`src/rtl/muxchk_pkg.sv`:
```
// Shared types and helpers for the 2:1 mux self-check stage.
package muxchk_pkg;

  typedef enum logic [1:0] {
    IDLE  = 2'd0,
    DRIVE = 2'd1,
    DONE  = 2'd2
  } state_t;

  localparam int NUM_VEC = 8;

  function automatic logic mux_expected(input logic a, input logic b, input logic sel);
    return sel ? b : a;
  endfunction

endpackage

```
`src/rtl/muxchk_hold_timer.sv`:
```
// Hold-window timer: load starts a window of len cycles; expire marks its last cycle.
module muxchk_hold_timer #(
  parameter int W = 4
) (
  input  logic         clk,
  input  logic         rst_n,
  input  logic         load,
  input  logic [W-1:0] len,
  output logic         expire
);

  logic [W-1:0] cnt;
  logic [W-1:0] lim;
  logic         run;

  // A load on the expiring edge chains straight into the next window.
  always_ff @(posedge clk) begin
    if (!rst_n) begin
      cnt <= '0;
      lim <= '0;
      run <= 1'b0;
    end else if (load) begin
      cnt <= '0;
      lim <= len - W'(1);
      run <= 1'b1;
    end else if (run) begin
      if (cnt == lim) run <= 1'b0;
      else            cnt <= cnt + W'(1);
    end
  end

  assign expire = run && (cnt == lim);

endmodule

```
`src/rtl/mux_selfcheck.sv`:
```
// In-hardware self-test for a 2:1 mux: drives all 8 vectors, checks mux_out, reports.
// Optional MUXCHK_TRACE_EN adds trace_bits holding the sampled output of every vector.
module mux_selfcheck
  import muxchk_pkg::*;
#(
  parameter int HOLD_BASE = 1,
  parameter int ERR_W     = 4
) (
  input  logic             clk,
  input  logic             rst_n,
  input  logic             start,
  input  logic             mux_out,
  output logic             mux_a,
  output logic             mux_b,
  output logic             mux_sel,
  output logic             busy,
  output logic             done,
  output logic             pass,
  output logic [ERR_W-1:0] err_count,
  output logic             fail_valid,
  output logic [2:0]       fail_vec,
`ifdef MUXCHK_TRACE_EN
  output logic [7:0]       trace_bits,
`endif
  output state_t           state_dbg
);

  localparam int TW = $clog2(HOLD_BASE + NUM_VEC);

  state_t          state;
  state_t          state_next;
  logic [2:0]      vec;
  logic            accept;
  logic            last;
  logic            expire;
  logic            load;
  logic            mismatch;
  logic [TW-1:0]   len;

  assign accept   = (state != DRIVE) && start;
  assign last     = (vec == 3'(NUM_VEC - 1));
  assign mismatch = (mux_out != mux_expected(mux_a, mux_b, mux_sel));
  assign load     = accept || ((state == DRIVE) && expire && !last);
  assign len      = TW'(HOLD_BASE) + TW'(accept ? 3'd0 : vec + 3'd1);

  muxchk_hold_timer #(.W(TW)) u_timer (
    .clk    (clk),
    .rst_n  (rst_n),
    .load   (load),
    .len    (len),
    .expire (expire)
  );

  always_ff @(posedge clk) begin
    if (!rst_n) state <= IDLE;
    else        state <= state_next;
  end

  always_comb begin
    state_next = state;
    case (state)
      IDLE, DONE: if (start) state_next = DRIVE;
      DRIVE:      if (expire && last) state_next = DONE;
      default:    state_next = IDLE;
    endcase
  end

  // Vector counter, registered mux drive and checker; results of a vector land on its sampling edge.
  always_ff @(posedge clk) begin
    if (!rst_n) begin
      vec                       <= 3'd0;
      {mux_a, mux_b, mux_sel}   <= 3'b000;
      err_count                 <= '0;
      fail_valid                <= 1'b0;
      fail_vec                  <= 3'd0;
`ifdef MUXCHK_TRACE_EN
      trace_bits                <= 8'd0;
`endif
    end else if (accept) begin
      vec                       <= 3'd0;
      {mux_a, mux_b, mux_sel}   <= 3'b000;
      err_count                 <= '0;
      fail_valid                <= 1'b0;
      fail_vec                  <= 3'd0;
`ifdef MUXCHK_TRACE_EN
      trace_bits                <= 8'd0;
`endif
    end else if ((state == DRIVE) && expire) begin
      if (mismatch) begin
        if (err_count != {ERR_W{1'b1}}) err_count <= err_count + 1'b1;
        if (!fail_valid) begin
          fail_valid <= 1'b1;
          fail_vec   <= vec;
        end
      end
`ifdef MUXCHK_TRACE_EN
      trace_bits[vec] <= mux_out;
`endif
      if (last) begin
        {mux_a, mux_b, mux_sel} <= 3'b000;
      end else begin
        vec                     <= vec + 3'd1;
        {mux_a, mux_b, mux_sel} <= vec + 3'd1;
      end
    end
  end

  assign busy      = (state == DRIVE);
  assign done      = (state == DONE);
  assign pass      = done && (err_count == '0);
  assign state_dbg = state;

endmodule

```
`config.mk`:
```
export PLATFORM = sky130hd
export DESIGN_NAME = mux_selfcheck
export DESIGN_NICKNAME = d
export VERILOG_FILES = /design/src/rtl/muxchk_pkg.sv /design/src/rtl/muxchk_hold_timer.sv /design/src/rtl/mux_selfcheck.sv
export SDC_FILE = /design/constraint.sdc
export NUM_CORES = 1
export LEC_CHECK = 0
export BUFFER_PORTS_ARGS = -buffer_cell sky130_fd_sc_hd__buf_2
export CAP_MARGIN = 20
export CORE_UTILIZATION = 55
export CTS_BUF_LIST = sky130_fd_sc_hd__clkbuf_4 sky130_fd_sc_hd__clkbuf_8
export CTS_CLUSTER_SIZE = 8
export DETAILED_ROUTE_END_ITERATION = 16
export GPL_ROUTABILITY_DRIVEN = 0
export PLACE_DENSITY = 0.78
export SYNTH_ARGS = -nofsm -noshare
export SYNTH_HDL_FRONTEND = slang
export SYNTH_SLANG_ARGS = --single-unit
```
`constraint.sdc`:
```
create_clock -name clk -period 2.17 [get_ports clk]
set_clock_uncertainty 0.15 [all_clocks]
set_input_delay 0.3255 -clock clk [delete_from_list [all_inputs] [get_ports clk]]
set_output_delay 0.3255 -clock clk [all_outputs]
set_load 0.02 [all_outputs]
```
=== Word-level counts from Yosys, hierarchy flattened ===
Index checks and enable logic that the tools add are counted.
W data, S select, Z words.

* Muxes and demuxes: 11
* Eq/ne operators: 9
* Reduce and logical (&&, ||, !) cells: 19
* $add $sub $neg: 6
* Bitwise gates (word level): 4

{| class="wikitable"
|+ Operator list
! kind !! count
|-
| $add A4 B1 Y4 const B || 2
|-
| $reduce_and A2 Y1 || 4
|-
| $mux W1 || 7
|-
| $logic_and A1 B1 Y1 || 6
|-
| $reduce_and A3 Y1 || 2
|-
| $reduce_or A2 Y1 || 3
|-
| $add A1 B4 Y4 const A || 1
|-
| $add A3 B1 Y4 const B || 1
|-
| $eq A4 B4 Y1 || 1
|-
| $logic_not A4 Y1 || 1
|-
| $mux W2 || 2
|-
| $mux W4 || 1
|-
| $ne A2 B1 Y1 const B || 2
|-
| $ne A4 B4 Y1 const B || 1
|-
| $not A1 Y1 || 4
|-
| $pmux W2 S2 || 1
|-
| $sub A4 B1 Y4 const B || 1
|-
| $add A3 B1 Y3 const B || 1
|-
| $eq A3 B3 Y1 const B || 1
|-
| $eq A2 B1 Y1 const B || 1
|-
| $eq A2 B2 Y1 const B || 1
|-
| $logic_not A2 Y1 || 1
|-
| $ne A2 B2 Y1 const B || 1
|-
| $logic_not A1 Y1 || 1
|-
| other kinds (2) || 2
|}

* Word-level logic and storage cells: 60
* Register bits after elaboration: 25
* Bits of input ports: 4

=== Logic depth before layout (Yosys ltp) ===
Gate-level depths: netlist of run 1.

* Depth after elaboration: 6
* Depth in mapped cells: 6
* Mapped depth without buffers: 5

=== Cells and area by module ===
Synthesis of run 1 repeated with hierarchy kept, for this count alone.

* Cells, all modules: 147
* Area total of the unflattened synthesis: 1291.2 um^2

{| class="wikitable"
|+ By module, submodules not included
! module !! times used !! cells each !! area an instance (um^2)
|-
| mux_selfcheck || 1 || 100 || 832.0
|-
| muxchk_hold_timer || 1 || 47 || 459.2
|}

=== Worst setup path after synthesis of run 1 ===
Ideal clock, no wire load.

* Path type: reg2reg
* Start point: register u_timer.cnt[1]
* End point: register fail_vec[0]
* Required time: 1.948 ns
* Stages on the path, launching flop included: 6
* Setup time: 0.072 ns
* Arrival: 1.722 ns
* Clock period less this slack: 1.944 ns
* Path slack: 0.226 ns
* Path through: dfxtp_1 > xor2_1 > or4_4 > buf_6 > nor4_4 > mux2i_1

* Word-level cells in the longest chain between the ends: 4

{| class="wikitable"
|+ RTL lines
! what !! RTL line !! source
|-
| start: declaration || muxchk_hold_timer.sv:12 || <nowiki>logic [W-1:0] cnt;</nowiki>
|-
| start signal: assignment || muxchk_hold_timer.sv:28 || <nowiki>else cnt <= cnt + W'(1);</nowiki>
|-
| $eq A4 B4 Y1 || muxchk_hold_timer.sv:32 || <nowiki>assign expire = run && (cnt == lim);</nowiki>
|-
| $logic_and A1 B1 Y1 || muxchk_hold_timer.sv:32 ||
|-
| $logic_and A1 B1 Y1 || mux_selfcheck.sv:88 || <nowiki>end else if ((state == DRIVE) && expire) begin</nowiki>
|-
| $reduce_and A3 Y1 (no source line) || n/a ||
|-
| end signal: assignment || mux_selfcheck.sv:93 || <nowiki>fail_vec <= vec;</nowiki>
|-
| end: declaration || mux_selfcheck.sv:21 || <nowiki>output logic [2:0] fail_vec,</nowiki>
|}

No other way between the ends.
A chain may end at the register's enable or synchronous reset.

=== Worst setup path in the final report of run 1 ===
* Start point: register u_timer.cnt[1]
* End point: register err_count[0]

* Word-level cells in the longest chain between the ends: 4

{| class="wikitable"
|+ RTL lines
! what !! RTL line !! source
|-
| $eq A4 B4 Y1 || muxchk_hold_timer.sv:32 ||
|-
| $logic_and A1 B1 Y1 || muxchk_hold_timer.sv:32 ||
|-
| $logic_and A1 B1 Y1 || mux_selfcheck.sv:88 ||
|-
| $reduce_and A3 Y1 (no source line) || n/a ||
|-
| end signal: assignment || mux_selfcheck.sv:90 || <nowiki>if (err_count != {ERR_W{1'b1}}) err_count <= err_count + 1'b1;</nowiki>
|-
| end: declaration || mux_selfcheck.sv:19 || <nowiki>output logic [ERR_W-1:0] err_count,</nowiki>
|}

No other way between the ends.

==> results.cfg, run 1 <==
[status]
status = finished, final reports clean

[floorplanning]
die-area_mm2 = 0.00245
floorplan.initialDensity_pct = 60.8
core-area_mm2 = 0.00204
pin_count = 20
num_rows = 16
die_w_um = 49.5
die_h_um = 49.5

[setup_path]
endpoint_kind = flip-flop
path_class = reg2reg
path_buf_inv = 0
critical_path.top_delay_family = simple AND/OR/NAND/NOR gates
crit_path_max_fanout = 18
cp_slowest_cell = or4_4
slowest_delay_ps = 680
r2r_setup_slack_ps = 130
path_cells = xor2_1, or4_4, nor4_4, mux2i_1
startpoint_type = flip-flop
required_ps = 2280
cp.arrival_ps = 2140

[logic_synthesis]
yosysTopAreaCellShare_pct = 40.3
synth-compound-area-share_pct = 16.4
yosysTopAreaCell = dfxtp_1
yosysMostFrequentCell = dfxtp_1
synth_simple_gate_area_share_pct = 24.5
synthFlopType = dfxtp_1
async_reset_ff_share_pct = 0
synthXorXnorAreaFrac_pct = 4.93
synth_edf_count = 0
synth_warnings = 0
syn_area_mm2 = 0.00124
synthCells = 139
synth_top_family_by_area = simple AND/OR/NAND/NOR gates
ys_ff_latch = 25
synthMuxAreaShare_pct = 4.83
ys_types = 38
synth_common_cells = dfxtp_1 (25), nand2_1 (16), a21oi_1 (14), o21ai_1 (8), nand3_1 (7)
syn_nets = 148
ys_seq_area_share_pct = 40.3
syn_area_per_cell_um2 = 8.94
ys_top_cells_by_area = dfxtp_1 (40%), a21oi_1 (5.6%), ha_1 (5.0%)
synth_fa_ha_area_share_pct = 5.04

[global_routing]
grt_pass1_vias = 970
overflow = 0
grtUsageTotal_pct = 21.9
grt_pass1_wl_um = 4120
antenna_found_initial = 0
grt_max_degree = 19

[sta]
rsz0062_at_grt = no
whs_ps = 139
hold_viol = 0
finalSetupTns_ps = 0
finalSetupViolCount = 0
max_freq_mhz = 490
setup_ws_ps = 131
period_minus_slack_ps = 2040
tightest_slew_ps = 447
fin_crit_sh_pct = 94.0
final_max_slew_viol_count = 0
slew_headroom_pct = 69.8

[detailed_routing]
drt-total-wl_um = 2490
wl_per_cell_um = 13.2
drtIter0Drc = 23
drt-pass1-iter-count = 4
viasPerCell = 5.73
drcViolationCount = 0
ant_nets = 0
vias = 1083

[clock_network]
clk_path_buf_depth = 2
cts_max_level = 1
insertion_delay_ps = 310
cts-root-buf = clkbuf_4
cts_resized = 0
numCtsBuffers = 3
cts_tree = built
path_clk_slew_ps = 130
cts_sinks = 25

[place]
post-dp-hpwl_um = 1850
port_buffers = 19
dp.cells = 185
place_ws_ps = 95.4

[layout]
drive_gt1_share_pct = 21.6
antenna_cells = 0
utilization_pct = 69.1
fillers = 178
area_growth_pct = 13.6
stdcell_count = 189
layout.nets = 172

[power_and_ir_drop]
power.leakage_nw = 0.599
ir_drop_mv = 0.388
power_density_mw_per_mm2 = 536

[worst_hold_path]
hold_path_class = in2reg

[run]
cap_violations = 0
registers in the layout, summed over array words and instances (netlist names):
name	count
err_count	4
fail_valid	1
fail_vec	3
mux_a	1
mux_b	1
mux_sel	1
state_dbg	2
u_timer.cnt	4
u_timer.lim	4
u_timer.run	1
vec	3
routing by layer:
layer / part of all wire (%) / global-route usage [%]
met5: 0 / 0
met4: 1.0 / 10.5
met3: 2.7 / 3.09
met2: 46 / 35.4
met1: 50 / 28.6
kinds of logic (layout without fill, tap and decap cells):
family | count (synthesis) | count (layout)
AND/OR/NAND/NOR | 49 | 49
adder cells (fa/ha/maj) | 5 | 5
AO/OA/AOI/OAI | 36 | 36
buffers and inverters | 11 | 34
flip-flops | 25 | 25
XOR/XNOR | 7 | 7
multiplexers | 6 | 6
cell type report:
class	instances	area [µm²]	area share [%]
Tap cell	27	33.8	2.39
Timing Repair Buffer	24	133	9.40
Clock buffer	4	30.0	2.13
Sequential cell	25	500	35.5
Inverter	6	22.5	1.60
Multi-Input combinational cell	103	692	49.0
metrics by stage:
stage                     cell area (µm²)  power (mW)
final                                1410       0.756
after global routing                 1410       0.783
after CTS                            1410       0.762
after detailed placement             1380       0.548
after global placement               1380       0.546
after floorplan                      1240       0.526
worst reg2reg max path: stages (launching register included):
cell     delay (ps)
dfxtp_1         370
xor2_1          200
or4_4           680
nor4_4          370
mux2i_1         210
what timing repair did:
| item | 4_1_cts | 5_1_grt |
|---|---|---|
| buffers inserted | 0 | 0 |
| hold endpoints to repair | 0 | 0 |
| hold buffers | 0 | 0 |
| endpoints found under the setup margin | 0 | 2 |
placed cells by master, fill, tap and decap left out, types with 2 or more instances in the layout:
cell type,count
ha_1,5
nor4_4,2
and3_1,2
clkbuf_4,4
nand2b_1,4
o21ai_1,8
nand2_1,16
xor2_1,6
buf_4,5
inv_1,6
mux2i_1,6
buf_2,19
dfxtp_1,25
a31oi_1,2
or3_1,2
nor2_1,5
nand3_1,7
a21oi_1,14
o21ai_0,6
report_power, final:
part | switching (mW) | internal, mW
registers | 0.00670 | 0.464
clock network | 0.133 | 0.0843
logic | 0.0440 | 0.0239
total | 0.184 | 0.572
path summary, 6_finish.rpt:
check | start | end | depth (start not counted)
max | u_timer.cnt[1]$_SDFFE_PP0P_ | err_count[0]$_SDFFE_PP0P_ | 4
min | rst_n | state_dbg[1]$_SDFFE_PN0P_ | 3
max reg2reg | u_timer.cnt[1]$_SDFFE_PP0P_ | err_count[0]$_SDFFE_PP0P_ | 4
min reg2reg | fail_vec[0]$_SDFFE_PP0P_ | fail_vec[0]$_SDFFE_PP0P_ | 2
No activity file was read; power rests on OpenSTA's default activity.
==> inputs of run 2 (changes only) <==
Settings changed: PLACE_DENSITY 0.78 to not set, PLACE_DENSITY_LB_ADDON set to 0.3.
==> run 2 against run 1 <==
  * Global-route usage grew 2.2 points
  * Non-clock buffer count is the same
  * Sequential cell count is the same
  * Clock-buffer cell count shrank 1
  * Clock power shrank 5%
  * Power shrank 1.3%
  * Critical path depth is the same
  * Worst setup slack lost 91 ps
==> results.cfg, run 2 (synthesis gave the netlist of run 1 again) <==
[setup_path]
startpoint_type = flip-flop
required_ps = 2270
path_buf_inv = 0
endpoint_kind = flip-flop
cp_slowest_cell = or4_4
path_cells = xor2_1, or4_4, nor4_4, mux2i_1
rr_worst_depth = 4
cp.arrival_ps = 2230
slowest_delay_ps = 690
critical_path.top_delay_family = simple AND/OR/NAND/NOR gates
cp-endpoint = fail_vec[2]$_SDFFE_PP0P_
cp_num_cells = 4
path_class = reg2reg
crit_path_max_fanout = 18
r2r_setup_slack_ps = 40
timing.rr.start = u_timer.cnt[1]$_SDFFE_PP0P_
crit_start = u_timer.cnt[1]$_SDFFE_PP0P_
reg2reg_to = fail_vec[2]$_SDFFE_PP0P_

[clock_network]
cts_resized = 0
cts_tree = built
cts_sinks = 25
numCtsBuffers = 3
cts_max_level = 1
clk_path_buf_depth = 2
post_cts_buffers = 0
cts-root-buf = clkbuf_4
postCtsHoldBufs = 0
path_clk_slew_ps = 140
insertion_delay_ps = 320

[layout]
mostFrequentLayoutCells = dfxtp_1 (25), buf_2 (19), nand2_1 (16)
layout.nets = 172
area_growth_pct = 13.4
final_common_cell = dfxtp_1
stdcell_count = 189
antenna_cells = 0
reg_top3 = err_count x4, u_timer.cnt x4, u_timer.lim x4
drive_gt1_share_pct = 21.6

[power_and_ir_drop]
ir_drop_mv = 0.451
power.leakage_nw = 0.598
power_density_mw_per_mm2 = 530

[global_routing]
grt_pass1_vias = 1058
grt_max_degree = 19
antenna_found_initial = 0
grt_pass1_wl_um = 4580
grtUsageTotal_pct = 24.1
overflow = 0

[sta]
rsz0062_at_grt = no
whs_ps = 138
final_max_slew_viol_count = 0
hold_viol = 0
tightest_slew_ps = 439
setup_ws_ps = 40.5
max_freq_mhz = 470
finalSetupTns_ps = 0
finalSetupViolCount = 0
period_minus_slack_ps = 2130
fin_crit_sh_pct = 98.1
slew_headroom_pct = 70.4

[worst_hold_path]
hold_path_startpoint = rst_n
hold_path_class = in2reg

[detailed_routing]
drtIter0Drc = 35
drt-total-wl_um = 2710
drcViolationCount = 0
ant_nets = 0
viasPerCell = 5.89
wl_per_cell_um = 14.3
drt-pass1-iter-count = 5
vias = 1114

[place]
place_ws_ps = 65.1
port_buffers = 19
dp.cells = 185
post-dp-hpwl_um = 2020

[floorplanning]
pin_count = 20
die-area_mm2 = 0.00245
die_w_um = 49.5
die_h_um = 49.5
core-area_mm2 = 0.00204
num_rows = 16
floorplan.initialDensity_pct = 60.8

[status]
status = finished, final reports clean

[run]
cap_violations = 0
-- run 2: changes by cell type in the layout (fill, tap and decap cells not counted), sizes merged --
cell,change
clkbuf,-1
clkinv,+1
-- run 2: cell type report --
cell class / instances / area, µm²
Tap cell: 27 / 33.8
Clock inverter: 1 / 5.00
Inverter: 6 / 22.5
Timing Repair Buffer: 24 / 133
Multi-Input combinational cell: 103 / 692
Fill cell: 182 / 633
Clock buffer: 3 / 22.5
Sequential cell: 25 / 500
-- run 2: metal layers --
metal	global-route usage, %	vias to the layer above	share of wire (%)
li1	-	545	-
met1	30.0	540	46
met2	42.6	27	50
met3	4.63	2	3.7
met4	5.71	0	0.66
met5	0	-	0
-- run 2: worst min path at each step --
stage / end / slack [ps] / cells past startpoint
2_1_floorplan: fail_vec[2]$_SDFFE_PP0P_ / 310 / 2
3_3_place_gp: fail_vec[0]$_SDFFE_PP0P_ / 290 / 2
3_5_place_dp: fail_vec[1]$_SDFFE_PP0P_ / 300 / 2
4_1_cts: state_dbg[1]$_SDFFE_PN0P_ / 130 / 3
5_1_grt: state_dbg[1]$_SDFFE_PN0P_ / 120 / 3
6_report: state_dbg[1]$_SDFFE_PN0P_ / 140 / 3
-- run 2: power by group --
group	internal (mW)	switching, mW
logic	0.0236	0.0457
clock network	0.0690	0.137
registers	0.464	0.00734
total	0.557	0.190
-- run 2: tightest hold or removal path, stage by stage --
cell and delay (ps):
buf_2 90, inv_1 70, nor2_1 100
-- run 2: through the flow --
step	util [%]	instance area [µm²]	total power, mW
2_1_floorplan	-	1240	0.526
3_3_place_gp	67.6	1380	0.546
3_5_place_dp	67.6	1380	0.550
4_1_cts	69.0	1410	0.752
5_1_grt	69.0	1410	0.775
6_report	69.0	1410	0.746
==> inputs of run 3 (changes only) <==
Settings changed: GPL_TIMING_DRIVEN set to 0.
==> run 3 against run 2 <==
  * Die area is the same
  * Worst setup slack gained 51 ps
  * Final area barely moved
  * First-iteration DRC count shrank 31%
  * Via count shrank 1.3%
  * Register-to-register slack improved by 50 ps
  * Clock-buffer cell count rose by 1
  * Wire length down 2.4%
  * Sequential power about the same
  * Global-route usage is essentially flat
  * Power rose by 0.59%
  * Combinational power is 6.1% lower
  * Largest power group unchanged
==> results.cfg, run 3 (synthesis gave the netlist of run 1 again) <==
[status]
status = finished, final reports clean

[detailed_routing]
drtIter0Drc = 24
met1Wirelength_um = 1250
drt-pass1-iter-count = 4
topRoutingLayerUsed = met4
drt-total-wl_um = 2650
drcViolationCount = 0
wl_per_cell_um = 14.1
met2_length_um = 1290
ant_nets = 0
vias = 1099
wl_met3_um = 83
viasPerCell = 5.85

[floorplanning]
floorplan.initialDensity_pct = 60.8
core-area_mm2 = 0.00204
die_w_um = 49.5
num_rows = 16
die-area_mm2 = 0.00245
pin_count = 20
die_h_um = 49.5

[sta]
whs_ps = 134
period_minus_slack_ps = 2080
slew_headroom_pct = 48.8
final_max_slew_viol_count = 0
hold_viol = 0
finalSetupTns_ps = 0
rsz0062_at_grt = no
tightest_slew_ps = 761
max_freq_mhz = 481
fin_crit_sh_pct = 95.8
finalSetupViolCount = 0

[clock_network]
cts_resized = 0
cts_max_level = 1
path_clk_slew_ps = 130
postCtsHoldBufs = 0
cts_tree = built
post_cts_buffers = 0
numCtsBuffers = 3
cts-root-buf = clkbuf_4
cts_sinks = 25
insertion_delay_ps = 310
clk_path_buf_depth = 2

[layout]
multi_input_area_um2 = 707
mostFrequentLayoutCells = dfxtp_1 (23), buf_2 (20), nand2_1 (16)
reg_top3 = err_count x4, u_timer.cnt x4, u_timer.lim x4
seqCellArea_um2 = 505
antenna_cells = 0
final_common_cell = dfxtp_1
area_growth_pct = 13.5
fillers = 177
drive_gt1_share_pct = 21.7
layout.nets = 171
utilization_pct = 69.1

[power_and_ir_drop]
power.leakage_nw = 0.594
ir_drop_mv = 0.477
power_density_mw_per_mm2 = 532

[global_routing]
grt_pass1_wl_um = 4510
grt_pass1_vias = 1062
antenna_found_initial = 0
grt_max_degree = 14
grtUsageTotal_pct = 24.1
overflow = 0

[setup_path]
crit_path_max_fanout = 9
path_class = reg2reg
startpoint_type = flip-flop
endpoint_kind = flip-flop
cp.arrival_ps = 2180
required_ps = 2270

[worst_hold_path]
hold_path_class = in2reg

[place]
port_buffers = 19
post-dp-hpwl_um = 2020

[run]
cap_violations = 0
==> run 3: path summary, 6_finish.rpt <==
path | slack, ps | from | to | depth (start not counted)
worst min-delay path | 130 | rst_n | err_count[2]$_SDFFE_PP0P_ | 3
worst max register to register | 90 | u_timer.cnt[0]$_SDFFE_PP0P_ | fail_vec[1]$_SDFFE_PP0P_ | 4
worst min register to register | 310 | fail_vec[2]$_SDFFE_PP0P_ | fail_vec[2]$_SDFFE_PP0P_ | 2
worst max-delay path | 90 | u_timer.cnt[0]$_SDFFE_PP0P_ | fail_vec[1]$_SDFFE_PP0P_ | 4
==> run 3: report_power, final <==
part / internal [mW] / total [mW] / leakage, nW / switching, mW
clock network: 0.0844 / 0.216 / 0.0184 / 0.132
registers: 0.463 / 0.469 / 0.203 / 0.00677
logic: 0.0201 / 0.0651 / 0.372 / 0.0450
==> run 3: metrics by stage <==
stage	instance area [µm²]	worst slack, ps	instances	total power, mW
6_report	1410	92.0	188	0.751
2_1_floorplan	1240	226	139	0.526
3_5_place_dp	1370	62.4	185	0.546
4_1_cts	1400	12.0	189	0.755
3_3_place_gp	1370	139	185	0.543
5_1_grt	1410	17.3	188	0.781
==> run 3: final cells by class <==
cell class / count / area share (%)
multi-input combinational: 103 / 50.1
sequential: 25 / 35.8
timing repair buffer: 19 / 6.74
tap: 27 / 2.40
clock buffer: 4 / 2.13
inverter: 6 / 1.60
buffer: 4 / 1.15
==> run 3: per-layer routing <==
layer | up-vias | track usage, %
met3 | 4 | 4.32
met2 | 28 | 39.6
met1 | 527 | 30.1
met4 | 0 | 11.9
li1 | 540 | -
met5 | - | 0
==> run 3: critical path, stage by stage, from the launching register on <==
cell	delay [ps]
dfxtp_2	370
xor2_1	210
or4_4	630
nor4_4	420
mux2i_1	230
